File: config.mk
export PLATFORM = sky130hd
export DESIGN_NAME = sa_tile_feeder
export DESIGN_NICKNAME = d
export VERILOG_FILES = /design/src/rtl/sa_tile_feeder.sv
export SDC_FILE = /design/constraint.sdc
export NUM_CORES = 1
export LEC_CHECK = 0
export BUFFER_PORTS_ARGS = -buffer_cell sky130_fd_sc_hd__buf_2
export CAP_MARGIN = 20
export CORE_AREA = 2 2 245 126
export DETAILED_ROUTE_END_ITERATION = 16
export DIE_AREA = 0 0 247 128
export GPL_ROUTABILITY_DRIVEN = 0
export PLACE_DENSITY_LB_ADDON = 0.2
export SLEW_MARGIN = 20
export SYNTH_ARGS = -nofsm -noshare
export SYNTH_HDL_FRONTEND = slang
export SYNTH_SLANG_ARGS = --single-unit
File: constraint.sdc
create_clock -name clk -period 6.7 [get_ports clk]
set_input_delay 0.335 -clock clk [delete_from_list [all_inputs] [get_ports clk]]
set_output_delay 0.335 -clock clk [all_outputs]
set_load 0.005 [all_outputs]
File: src/rtl/sa_tile_feeder.sv
// Tile sequencer for SystolicArrayv1. It buffers one weight column and a block of activation rows per K-slice.
// It loads the weights serially, streams skewed activations, drains the array and returns one result row set.
module sa_tile_feeder #(
  parameter int BN_NUM   = 5,
  parameter int ACCU_NUM = 5,
  parameter int BW_ACT   = 8,
  parameter int BW_WET   = 8
) (
  input  logic                       clk,
  input  logic                       reset_n,
  input  logic                       start,
  input  logic [7:0]                 cfg_k_tiles,
  input  logic [7:0]                 cfg_shift_num,
  input  logic                       wet_valid,
  output logic                       wet_ready,
  input  logic [BW_WET-1:0]          wet_data,
  input  logic                       act_valid,
  output logic                       act_ready,
  input  logic [ACCU_NUM*BW_ACT-1:0] act_data,
  output logic                       res_valid,
  input  logic                       res_ready,
  output logic [BN_NUM*BW_ACT-1:0]   res_data,
  output logic                       busy,
  output logic                       PE_mac_enable,
  output logic                       PE_clear_acc,
  output logic                       PE_weight_partial_sel,
  output logic [BW_WET-1:0]          PE_wet_in,
  output logic [ACCU_NUM*BW_ACT-1:0] PE_act_in,
  output logic [7:0]                 PE_res_shift_num,
  input  logic [BN_NUM*BW_ACT-1:0]   PE_result_out
);

  localparam int CW  = $clog2(BN_NUM + ACCU_NUM + 1);
  localparam int WCW = $clog2(ACCU_NUM + 1);
  localparam int ACW = $clog2(BN_NUM + 1);

  localparam logic [CW-1:0]  LOAD_LAST   = CW'(ACCU_NUM);
  localparam logic [CW-1:0]  STREAM_LAST = CW'(BN_NUM + ACCU_NUM - 1);
  localparam logic [CW-1:0]  DRAIN_LAST  = CW'(3);
  localparam logic [WCW-1:0] WET_FULL    = WCW'(ACCU_NUM);
  localparam logic [ACW-1:0] ACT_FULL    = ACW'(BN_NUM);

  localparam logic [2:0] IDLE   = 3'd0;
  localparam logic [2:0] FETCH  = 3'd1;
  localparam logic [2:0] LOAD_W = 3'd2;
  localparam logic [2:0] STREAM = 3'd3;
  localparam logic [2:0] DRAIN  = 3'd4;
  localparam logic [2:0] CLR    = 3'd5;
  localparam logic [2:0] CAP    = 3'd6;
  localparam logic [2:0] RESP   = 3'd7;

  logic [2:0]     state_r, state_s;
  logic [CW-1:0]  cnt_r, cnt_s;
  logic [7:0]     slice_r, slice_s;
  logic [7:0]     k_tiles_r;
  logic [WCW-1:0] wet_cnt_r, wet_cnt_s;
  logic [ACW-1:0] act_cnt_r, act_cnt_s;
  logic           wet_acc_s, act_acc_s;

  logic [BW_WET-1:0]          wet_buf_r [ACCU_NUM];
  logic [ACCU_NUM*BW_ACT-1:0] act_buf_r [BN_NUM];

  logic                       wet_ready_r, act_ready_r, res_valid_r, busy_r;
  logic                       mac_en_r, clear_acc_r, wsel_r;
  logic [BW_WET-1:0]          wet_in_r;
  logic [ACCU_NUM*BW_ACT-1:0] act_in_r;
  logic [7:0]                 shift_r;
  logic [BN_NUM*BW_ACT-1:0]   res_data_r;

  logic                       wet_ready_s, act_ready_s, res_valid_s, busy_s;
  logic                       mac_en_s, clear_acc_s, wsel_s;
  logic [BW_WET-1:0]          wet_in_s;
  logic [ACCU_NUM*BW_ACT-1:0] act_in_s;

  assign wet_ready             = wet_ready_r;
  assign act_ready             = act_ready_r;
  assign res_valid             = res_valid_r;
  assign res_data              = res_data_r;
  assign busy                  = busy_r;
  assign PE_mac_enable         = mac_en_r;
  assign PE_clear_acc          = clear_acc_r;
  assign PE_weight_partial_sel = wsel_r;
  assign PE_wet_in             = wet_in_r;
  assign PE_act_in             = act_in_r;
  assign PE_res_shift_num      = shift_r;

  // Next-state, phase counter, slice counter and fetch fill levels.
  always_comb begin
    state_s   = state_r;
    cnt_s     = cnt_r;
    slice_s   = slice_r;
    wet_cnt_s = wet_cnt_r;
    act_cnt_s = act_cnt_r;
    wet_acc_s = wet_valid & wet_ready_r;
    act_acc_s = act_valid & act_ready_r;
    case (state_r)
      IDLE: begin
        if (start && (cfg_k_tiles != 8'd0)) begin
          state_s   = FETCH;
          slice_s   = 8'd0;
          wet_cnt_s = '0;
          act_cnt_s = '0;
        end else begin
          state_s = IDLE;
        end
      end
      FETCH: begin
        if (wet_acc_s) begin
          wet_cnt_s = wet_cnt_r + WCW'(1);
        end else begin
          wet_cnt_s = wet_cnt_r;
        end
        if (act_acc_s) begin
          act_cnt_s = act_cnt_r + ACW'(1);
        end else begin
          act_cnt_s = act_cnt_r;
        end
        if ((wet_cnt_s == WET_FULL) && (act_cnt_s == ACT_FULL)) begin
          state_s = LOAD_W;
          cnt_s   = '0;
        end else begin
          state_s = FETCH;
        end
      end
      LOAD_W: begin
        if (cnt_r == LOAD_LAST) begin
          state_s = STREAM;
          cnt_s   = CW'(1);
        end else begin
          cnt_s = cnt_r + CW'(1);
        end
      end
      STREAM: begin
        if (cnt_r == STREAM_LAST) begin
          slice_s = slice_r + 8'd1;
          if (slice_s < k_tiles_r) begin
            state_s   = FETCH;
            wet_cnt_s = '0;
            act_cnt_s = '0;
          end else begin
            state_s = DRAIN;
            cnt_s   = CW'(1);
          end
        end else begin
          cnt_s = cnt_r + CW'(1);
        end
      end
      DRAIN: begin
        if (cnt_r == DRAIN_LAST) begin
          state_s = CLR;
        end else begin
          cnt_s = cnt_r + CW'(1);
        end
      end
      CLR:  state_s = CAP;
      CAP:  state_s = RESP;
      RESP: begin
        if (res_ready) begin
          state_s = IDLE;
        end else begin
          state_s = RESP;
        end
      end
      default: state_s = IDLE;
    endcase
  end

  // Output values derived from the upcoming state so every output is a flop aligned with its state.
  always_comb begin
    wet_ready_s = (state_s == FETCH) && (wet_cnt_s != WET_FULL);
    act_ready_s = (state_s == FETCH) && (act_cnt_s != ACT_FULL);
    res_valid_s = (state_s == RESP);
    busy_s      = (state_s != IDLE);
    mac_en_s    = (state_s == LOAD_W) || (state_s == STREAM) || (state_s == DRAIN) ||
                  (state_s == CLR) || (state_s == CAP);
    clear_acc_s = !((state_s == LOAD_W) || (state_s == STREAM) || (state_s == DRAIN) ||
                    ((state_s == FETCH) && (slice_s != 8'd0)));
    wsel_s      = !((state_s == STREAM) || (state_s == DRAIN));
    if ((state_s == LOAD_W) && (cnt_s != '0)) begin
      wet_in_s = wet_buf_r[WCW'(LOAD_LAST - cnt_s)];
    end else begin
      wet_in_s = wet_in_r;
    end
    act_in_s = '0;
    if (state_s == STREAM) begin
      // Lane idx trails lane 0 by idx cycles, giving the diagonal wavefront.
      for (int idx = 0; idx < ACCU_NUM; idx++) begin
        if ((cnt_s > CW'(idx)) && ((cnt_s - CW'(idx) - CW'(1)) < CW'(BN_NUM))) begin
          act_in_s[idx*BW_ACT +: BW_ACT] =
            act_buf_r[ACW'(cnt_s - CW'(idx) - CW'(1))][idx*BW_ACT +: BW_ACT];
        end else begin
          act_in_s[idx*BW_ACT +: BW_ACT] = '0;
        end
      end
    end else begin
      act_in_s = '0;
    end
  end

  // Control state and registered outputs.
  always_ff @(posedge clk or negedge reset_n) begin
    if (!reset_n) begin
      state_r     <= IDLE;
      cnt_r       <= '0;
      slice_r     <= 8'd0;
      k_tiles_r   <= 8'd0;
      wet_cnt_r   <= '0;
      act_cnt_r   <= '0;
      wet_ready_r <= 1'b0;
      act_ready_r <= 1'b0;
      res_valid_r <= 1'b0;
      busy_r      <= 1'b0;
      mac_en_r    <= 1'b0;
      clear_acc_r <= 1'b1;
      wsel_r      <= 1'b1;
      wet_in_r    <= '0;
      act_in_r    <= '0;
      shift_r     <= 8'd0;
      res_data_r  <= '0;
    end else begin
      state_r     <= state_s;
      cnt_r       <= cnt_s;
      slice_r     <= slice_s;
      wet_cnt_r   <= wet_cnt_s;
      act_cnt_r   <= act_cnt_s;
      wet_ready_r <= wet_ready_s;
      act_ready_r <= act_ready_s;
      res_valid_r <= res_valid_s;
      busy_r      <= busy_s;
      mac_en_r    <= mac_en_s;
      clear_acc_r <= clear_acc_s;
      wsel_r      <= wsel_s;
      wet_in_r    <= wet_in_s;
      act_in_r    <= act_in_s;
      if ((state_r == IDLE) && (state_s == FETCH)) begin
        k_tiles_r <= cfg_k_tiles;
        shift_r   <= cfg_shift_num;
      end
      if (state_r == CAP) begin
        res_data_r <= PE_result_out;
      end
    end
  end

  // Slice buffers: weight k lands in slot k, activation row r in slot r.
  always_ff @(posedge clk or negedge reset_n) begin
    if (!reset_n) begin
      for (int i = 0; i < ACCU_NUM; i++) begin
        wet_buf_r[i] <= '0;
      end
      for (int i = 0; i < BN_NUM; i++) begin
        act_buf_r[i] <= '0;
      end
    end else begin
      if (wet_acc_s) begin
        wet_buf_r[wet_cnt_r] <= wet_data;
      end
      if (act_acc_s) begin
        act_buf_r[act_cnt_r] <= act_data;
      end
    end
  end

endmodule
; ---- After elaboration in Yosys (flattened, before gate mapping)
; Cells that the tools add are included.
[word_totals]
ff_bits = 372
in_bits = 110
out_inout_bits = 103
wordCells = 178
[classes]
addsub = 13
order_cmp = 21
n_eq_ne = 21
muxes = 59
n_bitwise = 10
n_reduce_logical = 27
[op_table]
columns = cell, count
row1 = $bmux 40 s3, 5
row2 = $bwmux 200, 1
row3 = $mux 40, 4
row4 = $demux 40 s3, 1
row5 = $mux 8, 12
row6 = $mux 32, 2
row7 = $mux 24, 2
row8 = $mux 3, 15
row9 = $bwmux 40, 1
row10 = $ge 4x4->1 const B, 8
row11 = $mux 16, 2
row12 = $not 3->4, 8
row13 = $eq 3x3->1 const B, 10
row14 = $bmux 8 s3, 1
row15 = $demux 8 s3, 1
row16 = $pmux 3 s8, 1
row17 = $lt 4x3->1 const B, 5
row18 = $mux 4, 5
row19 = $sub 4x1->4 const B, 5
row20 = $pmux 3 s3, 2
row21 = $pmux 4 s4, 1
row22 = $pmux 8 s2, 1
row23 = $reduce_bool 8->1, 2
row24 = $logic_and 1x1->1, 14
row25 = other kinds (25), 42

; ---- Logic depth before layout (Yosys ltp)
; Gate-level depths: netlist of the first run.
[logic_depth]
depth_word = 15
ltp_mapped = 22
depth_no_buf = 18

; ---- Worst setup path after synthesis of the first run
; Ideal clock, no wire load.
[synth_path]
path_type = flip-flop to flip-flop
startpoint = reg slice_r[2]
endpoint = reg act_in_r[32], in the netlist PE_act_in[32]
setup_ns = 0.065
t_arrival_ns = 4.666
required_time_ns = 6.635
slack_ns = 1.970
path_stages_with_launch = 23
n_path_buf = 6
synth_period_minus_slack_ns = 4.730
cell_sequence = dfrtp_1 > and3_1 > and3_1 > nand3_1 > xor2_1 > inv_1 > ha_1 > and4_1 > o41ai_1 > o21ai_0 > o31a_1 > a21o_1 > buf_4 > clkbuf_1 > clkbuf_1 > ha_1 > clkbuf_1 > inv_2 > clkbuf_1 > clkbuf_1 > nand2_1 > a21oi_1 > o21a_1
[synth_via]
elab_chain_cells = 13
elab_cells_between_ends = 20
classes_between = add/sub (3) / order compare (3) / eq/ne (1) / mux (11) / bitwise (1) / reduce/logical (1)
[synth_lines]
columns = item, line_no
row1 = start: declaration, 54  ; logic [7:0] slice_r, slice_s;
row2 = start signal: assignment, 223  ; slice_r <= slice_s;
row3 = $add 8x1->8 *, 135  ; slice_s = slice_r + 8'd1;
row4 = $lt 8x8->1 *, 136  ; if (slice_s < k_tiles_r) begin
row5 = $mux 4 *, 136
row6 = $mux 4 *, 134  ; if (cnt_r == STREAM_LAST) begin
row7 = $pmux 4 s4 *, 96  ; case (state_r)
row8 = net cnt_s[0], 53  ; logic [CW-1:0] cnt_r, cnt_s;
row9 = $sub 4x3->4, 190  ; act_buf_r[ACW'(cnt_s - CW'(idx) - CW'(1))][idx*BW_ACT +: BW_ACT];
row10 = $sub 4x1->4, 190
row11 = $not 3->4 (implied by the code), 190
row12 = $bmux 40 s3, 190
row13 = $mux 40 (implied by the code) (2 in series), 190
row14 = $mux 8 *, 188  ; if ((cnt_s > CW'(idx)) && ((cnt_s - CW'(idx) - CW'(1)) < CW'(BN_NUM))) begin
row15 = $mux 40 *, 185  ; if (state_s == STREAM) begin
row16 = net act_in_s[32], 73  ; logic [ACCU_NUM*BW_ACT-1:0] act_in_s;
row17 = end signal: assignment, 234  ; act_in_r <= act_in_s;
row18 = end: declaration, 66  ; logic [ACCU_NUM*BW_ACT-1:0] act_in_r;
; Mark *: on every way through the listed nets, which the timed path passes. The rest lies on a longest branch. The select of a mux whose other input is x is not followed.
; A chain may end at the register's enable or synchronous reset.

; ---- Worst setup path in the final report of the first run
[layout_path]
startpoint = reg slice_r[2]
endpoint = reg act_in_r[2], in the netlist PE_act_in[2]
[layout_via]
elab_chain_cells = 12
elab_cells_between_ends = 19
classes_between = add/sub (2) / order compare (3) / eq/ne (1) / mux (11) / bitwise (1) / reduce/logical (1)
[layout_lines]
columns = item, line_no
row1 = $add 8x1->8 *, 135
row2 = $lt 8x8->1 *, 136
row3 = $mux 4, 136
row4 = $mux 4, 134
row5 = $pmux 4 s4, 96
row6 = $sub 4x1->4, 190
row7 = $not 3->4 (implied by the code), 190
row8 = $bmux 40 s3, 190
row9 = $mux 8 (implied by the code) (2 in series), 190
row10 = $mux 8, 188
row11 = $mux 40 *, 185
row12 = net act_in_s[2], 73
; Marked as above.

==> flow_summary.ini, run 1 <==
[critical_path]
crit_arrival_ps = 5410
crit_path_start_kind = flip-flop
cp_top_family = compound AO/OA/AOI/OAI gates
cpPeakStageDelay_ps = 700
path_cells = and3_1 -> and3_1 -> nand3_1 -> xor2_1 -> inv_1 -> ha_1 -> and4_1 -> o41ai_1 -> o21ai_0 -> o31a_1 -> a21o_4 -> clkinv_2 -> buf_4 -> buf_4 -> nand2_1 -> a311o_1 -> a211oi_1
cp_slowest_cell = buf_4
crit_buf_inv = 4
path_class = reg -> reg
crit_required_ps = 7110
endpoint_kind = flip-flop
cp_max_fo = 57

[sta]
max_slew.worst_pin.slew_ps = 1010
final.setup.tns_ps = 0
fin_skew_ps = 18.1
period_share_pct = 74.7
hold_slack_ps = 39.4
fmax_mhz = 200
rsz0062_at_grt = no
slew_viol_final = 0
setup_violations = 0
setup_slack_ps = 1700
maxSlewHeadroom_pct = 32.3
hold_viol = 0
period_needed_ps = 5000

[run]
cap_violations = 0

[logic_synthesis]
synth_edf_count = 0
synthFlopType = dfrtp_1
syn_area_um2 = 16900
synth.net_count = 1458
postSynthCellCount = 1323
ys_warn_count = 0
synth_cell_type_count = 74
postSynth.asyncResetShare_pct = 100
yosysSeqAreaShare_pct = 55.1
synth_area_per_cell_um2 = 12.8
synth_seq_cells = 372

[cts]
hold_buffers = 1
path_clk_slew_ps = 70
cts_tree = built
cts_resized = 0
numCtsBuffers = 34
clkLatencyLatePin_ps = 530
cts_setup_buffers = 0
h-tree-depth = 2
clock_path_buffers = 3
cts_sinks = 372
cts-root-buf = clkbuf_16

[floorplan]
start_util_pct = 57.0
ios = 213
core.rowCount = 45
fp.dieArea_um2 = 31600
core_um2 = 29700
die_h_um = 128
die_x_um = 247

[placement]
dpl.hpwl_um = 25500
place_worst_setup_slack_ps = 1400
placed_cells = 1882
io_buffer_count = 212
place_area_um2 = 18400

[pwr]
power_mw = 9.84
power_leakage_nw = 9.34
ir_worst_vdd_mv = 0.421
power_density_nw_per_um2 = 504

[final_layout]
finalInstanceArea_um2 = 19500
postLayoutCoreUtil_pct = 65.9
drive_above_1_share_pct = 41.0
fillers = 2236
finalNetCount = 1655
finalNonFillerCells = 1947
area_growth_pct = 15.6

[global_routing]
antenna_found_initial = 5
track_usage_pct = 25.5
grt_pass1_vias = 11396
grt-ovfl-total = 0
grt_pass1_wl_um = 63200
grt_max_degree = 174

[detailed_routing]
num_vias = 11512
firstDrtPassIters = 6
finalWirelength_um = 39600
routed_via_density = 5.91
drt-initial-drc-count = 894
wire_per_inst_um = 20.4
drc = 0
antenna_left = 0

[run_status]
status = completed

[min_path]
min_path_type = in -> reg
## cells in the mapped netlist, types with 8 or more instances
master / count / share of area (%)
a21oi_1: 49 / 1.5
inv_1: 31 / 0.69
o21a_1: 19 / 0.84
a311oi_1: 14 / 0.73
xor2_1: 8 / 0.41
nand3_1: 32 / 0.95
buf_1: 13 / 0.29
mux2i_1: 16 / 0.95
dfrtp_1: 370 / 55
a21o_1: 8 / 0.36
a22oi_1: 10 / 0.44
nor2_1: 23 / 0.51
mux4_2: 13 / 1.7
nand4_1: 10 / 0.37
ha_1: 25 / 1.8
nand2_1: 140 / 3.1
o21ai_0: 33 / 0.98
a32o_1: 9 / 0.53
clkbuf_1: 39 / 0.87
a221oi_2: 10 / 0.89
buf_2: 14 / 0.41
nand2b_1: 15 / 0.55
mux2_2: 298 / 20
## report_power, final
group / internal [mW] / switching, mW
logic: 1.81 / 2.69
clock network: 1.18 / 0.841
registers: 2.92 / 0.404
total: 5.91 / 3.94
## worst reg2reg max path, cell delays in order (launching register included)
cell,delay [ps]
dfrtp_1,430
and3_1,210
and3_1,220
nand3_1,110
xor2_1,290
inv_1,90
ha_1,310
and4_1,220
o41ai_1,100
o21ai_0,240
o31a_1,320
a21o_4,310
clkinv_2,100
buf_4,360
buf_4,710
nand2_1,230
a311o_1,350
a211oi_1,300
## layout make-up
cell class	instances	area (um2)	area share, %
multi-input combinational	847	7210	36.9
antenna	5	12.5	0.0640
tap	399	499	2.55
sequential	372	9310	47.7
clock inverter	13	171	0.877
timing repair buffer	231	1230	6.29
clock buffer	46	977	5.00
inverter	34	129	0.659
## cell families (layout without fill, tap and decap cells)
| kind of cell | Yosys count | count (layout) | synth area share [%] |
|---|---|---|---|
| buffers and inverters | 104 | 324 | 2.52 |
| AO/OA/AOI/OAI | 208 | 208 | 9.17 |
| XOR/XNOR | 15 | 15 | 0.999 |
| multiplexers | 327 | 327 | 22.5 |
| flip-flops | 372 | 372 | 55.1 |
| AND/OR/NAND/NOR | 272 | 272 | 7.87 |
| other | 0 | 5 | 0 |
| adder cells (fa/ha/maj) | 25 | 25 | 1.85 |
## final timing paths
path,from,end,slack (ps),cells after the start
min in group asynchronous,reset_n,wet_buf_r[14]$_DFFE_PN0P_,460,2
hold reg to reg,act_buf_r[27]$_DFFE_PN0P_,PE_act_in[27]$_DFF_PN0_,500,1
hold / removal,PE_result_out[15],res_data[15]$_DFFE_PN0P_,40,2
setup / recovery,slice_r[2]$_DFF_PN0_,PE_act_in[2]$_DFF_PN0_,1700,17
max in group asynchronous,reset_n,act_buf_r[161]$_DFFE_PN0P_,4650,3
setup reg to reg,slice_r[2]$_DFF_PN0_,PE_act_in[2]$_DFF_PN0_,1700,17
## placed cells by master (no fill, tap or decap), types with 5 or more instances in the layout
cell / synthesis / routed
nand3b_1: 7 / 7
nand2b_1: 15 / 15
buf_4: 3 / 17
a311o_1: 5 / 5
a32oi_1: 5 / 5
mux2i_1: 16 / 16
clkbuf_8: 0 / 6
a21o_1: 8 / 7
mux4_2: 13 / 13
buf_2: 14 / 211
nor2b_1: 5 / 5
o21ai_0: 33 / 33
nor3_1: 5 / 5
a311oi_1: 14 / 14
nand4_1: 10 / 10
a21oi_1: 49 / 49
clkbuf_1: 39 / 5
o21a_1: 19 / 19
nor2_1: 23 / 22
clkbuf_16: 0 / 35
diode_2: 0 / 5
nand2_1: 140 / 140
and3_1: 7 / 7
dfrtp_1: 370 / 370
nand3_1: 32 / 31
ha_1: 25 / 25
a32o_1: 9 / 9
xor2_1: 8 / 8
a211oi_1: 6 / 6
clkinv_2: 0 / 8
a221oi_2: 10 / 10
a22oi_1: 10 / 10
a21boi_0: 5 / 5
inv_1: 31 / 31
mux2_2: 298 / 298
## sequential cells by signal (all words and copies together) (netlist names), 3 cells and up
| register | cells |
|---|---|
| state_r | 3 |
| res_data | 40 |
| wet_cnt_r | 3 |
| slice_r | 8 |
| act_cnt_r | 3 |
| act_buf_r | 200 |
| wet_buf_r | 40 |
| k_tiles_r | 8 |
| PE_act_in | 40 |
| PE_wet_in | 8 |
| PE_res_shift_num | 8 |
| cnt_r | 4 |
## routing by layer
metal  up-vias  routed length [um]  GRT usage [%]
li1       5214                   -              -
met1      5884               19400           39.3
met2       360               17300           37.2
met4         0                 694           6.95
met3        54                2200           4.38
met5         -                   0              0
Note: power is estimated with default switching activity, not from simulation.
==> run 2, diff against run 1 <==
Settings changed: CORE_AREA 2 2 245 126 to 2 2 256 132, DIE_AREA 0 0 247 128 to 0 0 258 134.
Clock period 6.7 ns to 4.1 ns, I/O delays scaled along.
==> flow_summary.ini, run 2 (synthesized netlist as in run 1, its figures left out) <==
[run_status]
status = completed

[sta]
fin_skew_ps = 28.1
rsz0062_at_grt = no
setup_slack_ps = 149
fmax_mhz = 253
period_needed_ps = 3950
final.setup.tns_ps = 0
hold_slack_ps = 21.6
max_slew.worst_pin.slew_ps = 894
maxSlewHeadroom_pct = 40.2
period_share_pct = 96.4
slew_viol_final = 0
setup_violations = 0
hold_viol = 0

[pwr]
ir_worst_vdd_mv = 0.705
power_mw = 17.3
power_leakage_nw = 10.1
power_density_nw_per_um2 = 814

[floorplan]
die_x_um = 258
start_util_pct = 52.2
core_um2 = 32400
ios = 213
die_h_um = 134
core.rowCount = 47
fp.dieArea_um2 = 34600

[final_layout]
postLayoutCoreUtil_pct = 65.6
drive_above_1_share_pct = 41.7
final_common_cell = dfrtp_1
antenna-diode-count = 0
final_cell_mix = 368 x dfrtp_1, 298 x mux2_2, 211 x buf_2, 139 x nand2_1, 102 x dlygate4sd3_1
finalNetCount = 1804
top_register = act_buf_r
fillers = 2454
finalNonFillerCells = 2135
largest_register_ffs = 200
area_growth_pct = 25.7
finalInstanceArea_um2 = 21300

[critical_path]
r2r_start = slice_r[1]$_DFF_PN0_
path_cells = buf_4 -> and3_4 -> nand3_4 -> xor2_4 -> inv_2 -> ha_4 -> and4_4 -> o41ai_4 -> o211ai_1 -> buf_4 -> nand3_4 -> a21o_4 -> buf_6 -> ha_4 -> inv_8 -> a2111o_1 -> a21o_4 -> a221oi_2
path_class = reg -> reg
crit_path_start_kind = flip-flop
endpoint_kind = flip-flop
cp_max_fo = 13
cpPeakStageDelay_ps = 450
cp_slowest_cell = dfrtp_2
crit_arrival_ps = 4390
worstSetupStartpoint = slice_r[1]$_DFF_PN0_
crit_required_ps = 4540

[detailed_routing]
routed_via_density = 5.60
firstDrtPassIters = 5
finalWirelength_um = 42000
num_vias = 11948
drc = 0
antenna_left = 0
wire_per_inst_um = 19.7
drt-initial-drc-count = 777

[placement]
placed_cells = 1961
place_worst_setup_slack_ps = -65.0
dpl.hpwl_um = 26700
io_buffer_count = 212
place_area_um2 = 18800

[cts]
cts_tree = built
clkLatencyLatePin_ps = 540
numCtsBuffers = 35
cts_sinks = 372
cts-root-buf = clkbuf_16
path_clk_slew_ps = 70
clock_path_buffers = 3
h-tree-depth = 2

[min_path]
min_path_type = in -> reg
min_from = act_data[1]

[global_routing]
antenna_found_initial = 0
grt_pass1_vias = 12128
grt_max_degree = 121
grt-ovfl-total = 0
grt_pass1_wl_um = 66800
track_usage_pct = 24.3

[run]
cap_violations = 0
-- run 2: repair_timing --
action                     4_1_cts  5_1_grt
pin swaps                        2       17
setup endpoints to repair       10       48
hold endpoints to repair       368        0
hold buffers                   102        0
setup buffers                    1        9
gates resized for setup          1       30
-- run 2: layout make-up --
class                      count  area (um2)  area share (%)
clock buffer                  48         996            4.68
clock inverter                14         194           0.912
tap                          441         552            2.60
sequential                   372        9310            43.8
inverter                      34         139           0.653
multi-input combinational    847        7410            34.9
timing repair buffer         379        2650            12.5
-- run 2: worst paths after layout --
kind	end	slack (ps)	depth (start not counted)
worst max-delay path	PE_act_in[10]$_DFF_PN0_	150	18
worst min-delay path	act_buf_r[161]$_DFFE_PN0P_	20	2
worst max register to register	PE_act_in[10]$_DFF_PN0_	150	18
worst min register to register	PE_res_shift_num[5]$_DFFE_PN0P_	500	1
max in group asynchronous	PE_act_in[4]$_DFF_PN0_	2640	3
min in group asynchronous	act_buf_r[50]$_DFFE_PN0P_	310	2
-- run 2: critical path: cells and delay by family (launching register included) --
kind | cells | cell delay, ps
adder cells (fa/ha/maj) | 2 | 580
flip-flops | 1 | 450
buffers and inverters | 5 | 600
AO/OA/AOI/OAI | 6 | 1470
XOR/XNOR | 1 | 170
AND/OR/NAND/NOR | 4 | 590
-- run 2: layer usage --
layer	part of all wire, %	global-route usage [%]	wire length, um
met2	44	36.2	18600
met3	5.2	4.20	2180
met5	0	0	0
met1	49	37.7	20500
met4	1.5	4.62	632
-- run 2: where the power goes --
| part | switching (mW) | leakage [nW] | internal, mW |
|---|---|---|---|
| clock network | 1.43 | 0.580 | 1.97 |
| logic | 4.78 | 4.61 | 3.73 |
| registers | 0.624 | 4.88 | 4.77 |
| total | 6.83 | 10.1 | 10.5 |
==> run 3, diff against run 2 <==
Settings changed: PLACE_DENSITY_LB_ADDON 0.2 to 0.25.
==> flow_summary.ini, run 3 (synthesized netlist as in run 1, its figures left out) <==
[floorplan]
fp.dieArea_um2 = 34600
die_x_um = 258
ios = 213
die_h_um = 134
core_um2 = 32400
core.rowCount = 47
start_util_pct = 52.2

[final_layout]
final_common_cell = dfrtp_1
finalInstanceArea_um2 = 21400
top_register = act_buf_r
area_growth_pct = 26.4
finalNonFillerCells = 2151
largest_register_ffs = 200
fillers = 2435
final_cell_mix = 370 x dfrtp_1, 298 x mux2_2, 211 x buf_2, 140 x nand2_1, 105 x dlygate4sd3_1
finalNetCount = 1820
antenna-diode-count = 0
drive_above_1_share_pct = 41.8

[cts]
cts_sinks = 372
path_clk_slew_ps = 60
cts_tree = built
clkLatencyLatePin_ps = 540
h-tree-depth = 2
clock_path_buffers = 3
numCtsBuffers = 36
cts-root-buf = clkbuf_16

[global_routing]
antenna_found_initial = 0
grt_pass1_vias = 12236
grt_pass1_wl_um = 67700
grt_max_degree = 105
top_usage_layer = met2
use_met2_pct = 37.9
grt-ovfl-total = 0
grtUsageMet3_pct = 3.76
use_met1_pct = 37.4
track_usage_pct = 24.7

[sta]
maxSlewHeadroom_pct = 39.6
period_needed_ps = 3950
period_share_pct = 96.5
fin_skew_ps = 27.8
setup_slack_ps = 145
slew_viol_final = 0
hold_viol = 0
fmax_mhz = 253
max_slew.worst_pin.slew_ps = 902
setup_violations = 0

[critical_path]
path_cells = and3_4 -> and3_4 -> nand3_2 -> xor2_2 -> inv_1 -> ha_4 -> a21oi_2 -> o21a_1 -> o21ai_2 -> o31a_1 -> a21o_4 -> buf_8 -> ha_4 -> clkinv_8 -> a2111o_1 -> a21o_4 -> a221oi_2
cpPeakStageDelay_ps = 400
worstSetupStartpoint = slice_r[4]$_DFF_PN0_
cp_max_fo = 13
r2r_start = slice_r[4]$_DFF_PN0_
crit_arrival_ps = 4390
path_class = reg -> reg
endpoint_kind = flip-flop
crit_required_ps = 4530
crit_path_start_kind = flip-flop
cp_slowest_cell = a2111o_1

[detailed_routing]
num_vias = 12030
finalWirelength_um = 42200
antenna_left = 0
wire_per_inst_um = 19.6
drc = 0
firstDrtPassIters = 5
drt-initial-drc-count = 810
routed_via_density = 5.59

[run]
cap_violations = 0

[min_path]
min_path_type = in -> reg
min_from = res_ready

[placement]
place_worst_setup_slack_ps = -165
place_area_um2 = 18900
io_buffer_count = 212
dpl.hpwl_um = 26900
placed_cells = 1965

[pwr]
power_mw = 17.7
power_density_nw_per_um2 = 827
ir_worst_vdd_mv = 1.12
power_leakage_nw = 10.1

[run_status]
status = completed
run 3: path summary, 6_finish.rpt:
| kind | end | slack [ps] | depth (start not counted) |
|---|---|---|---|
| min in group asynchronous | wet_buf_r[21]$_DFFE_PN0P_ | 330 | 2 |
| max in group asynchronous | PE_weight_partial_sel$_DFF_PN1_ | 2700 | 3 |
| hold / removal | res_valid$_DFF_PN0_ | 70 | 3 |
| setup reg to reg | PE_act_in[14]$_DFF_PN0_ | 150 | 17 |
| hold reg to reg | res_data[24]$_DFFE_PN0P_ | 500 | 1 |
| setup / recovery | PE_act_in[14]$_DFF_PN0_ | 150 | 17 |
run 3: report_power, final:
group / total (mW) / internal (mW) / switching (mW)
Sequential: 5.37 / 4.77 / 0.604
Combinational: 8.92 / 4.03 / 4.88
Clock: 3.38 / 1.95 / 1.42
Total: 17.7 / 10.8 / 6.91
run 3: area by class of cell:
class / count / area [um2] / area share [%]
flip-flops and latches: 372 / 9310 / 43.6
multi-input cells: 847 / 7360 / 34.5
repair buffers: 394 / 2810 / 13.1
clock buffers: 52 / 1070 / 5.02
well taps: 441 / 552 / 2.58
inverters: 34 / 144 / 0.673
clock inverters: 11 / 120 / 0.562
run 3: what timing repair did:
item,CTS,global route
gates resized for setup,3,21
hold endpoints to repair,384,0
hold buffers,105,0
pin swaps,2,9
buffers inserted,6,12
setup endpoints to repair,11,39
run 3: routing by layer:
metal,vias to the layer above,share of wire [%]
li1,5514,-
met1,6173,48
met2,286,45
met3,57,4.9
met4,0,1.5
met5,-,0
run 3: worst max-delay path, delay by kind of cell, from the launching register on:
kind	cells	cell delay (ps)
AO/OA/AOI/OAI	8	1960
adder cells (fa/ha/maj)	2	560
AND/OR/NAND/NOR	3	500
flip-flops	1	350
buffers and inverters	3	320
XOR/XNOR	1	150
run 3: per-stage QoR:
step / setup TNS, ps / hold WS [ps] / utilization, %
floorplan: -204 / -90.6 / -
global placement: 0 / 319 / 58.3
detailed placement: -1230 / 327 / 58.3
CTS: 0 / 45.3 / 65.4
global route: -12.7 / 75.7 / 66.0
finish: 0 / 68.4 / 66.0
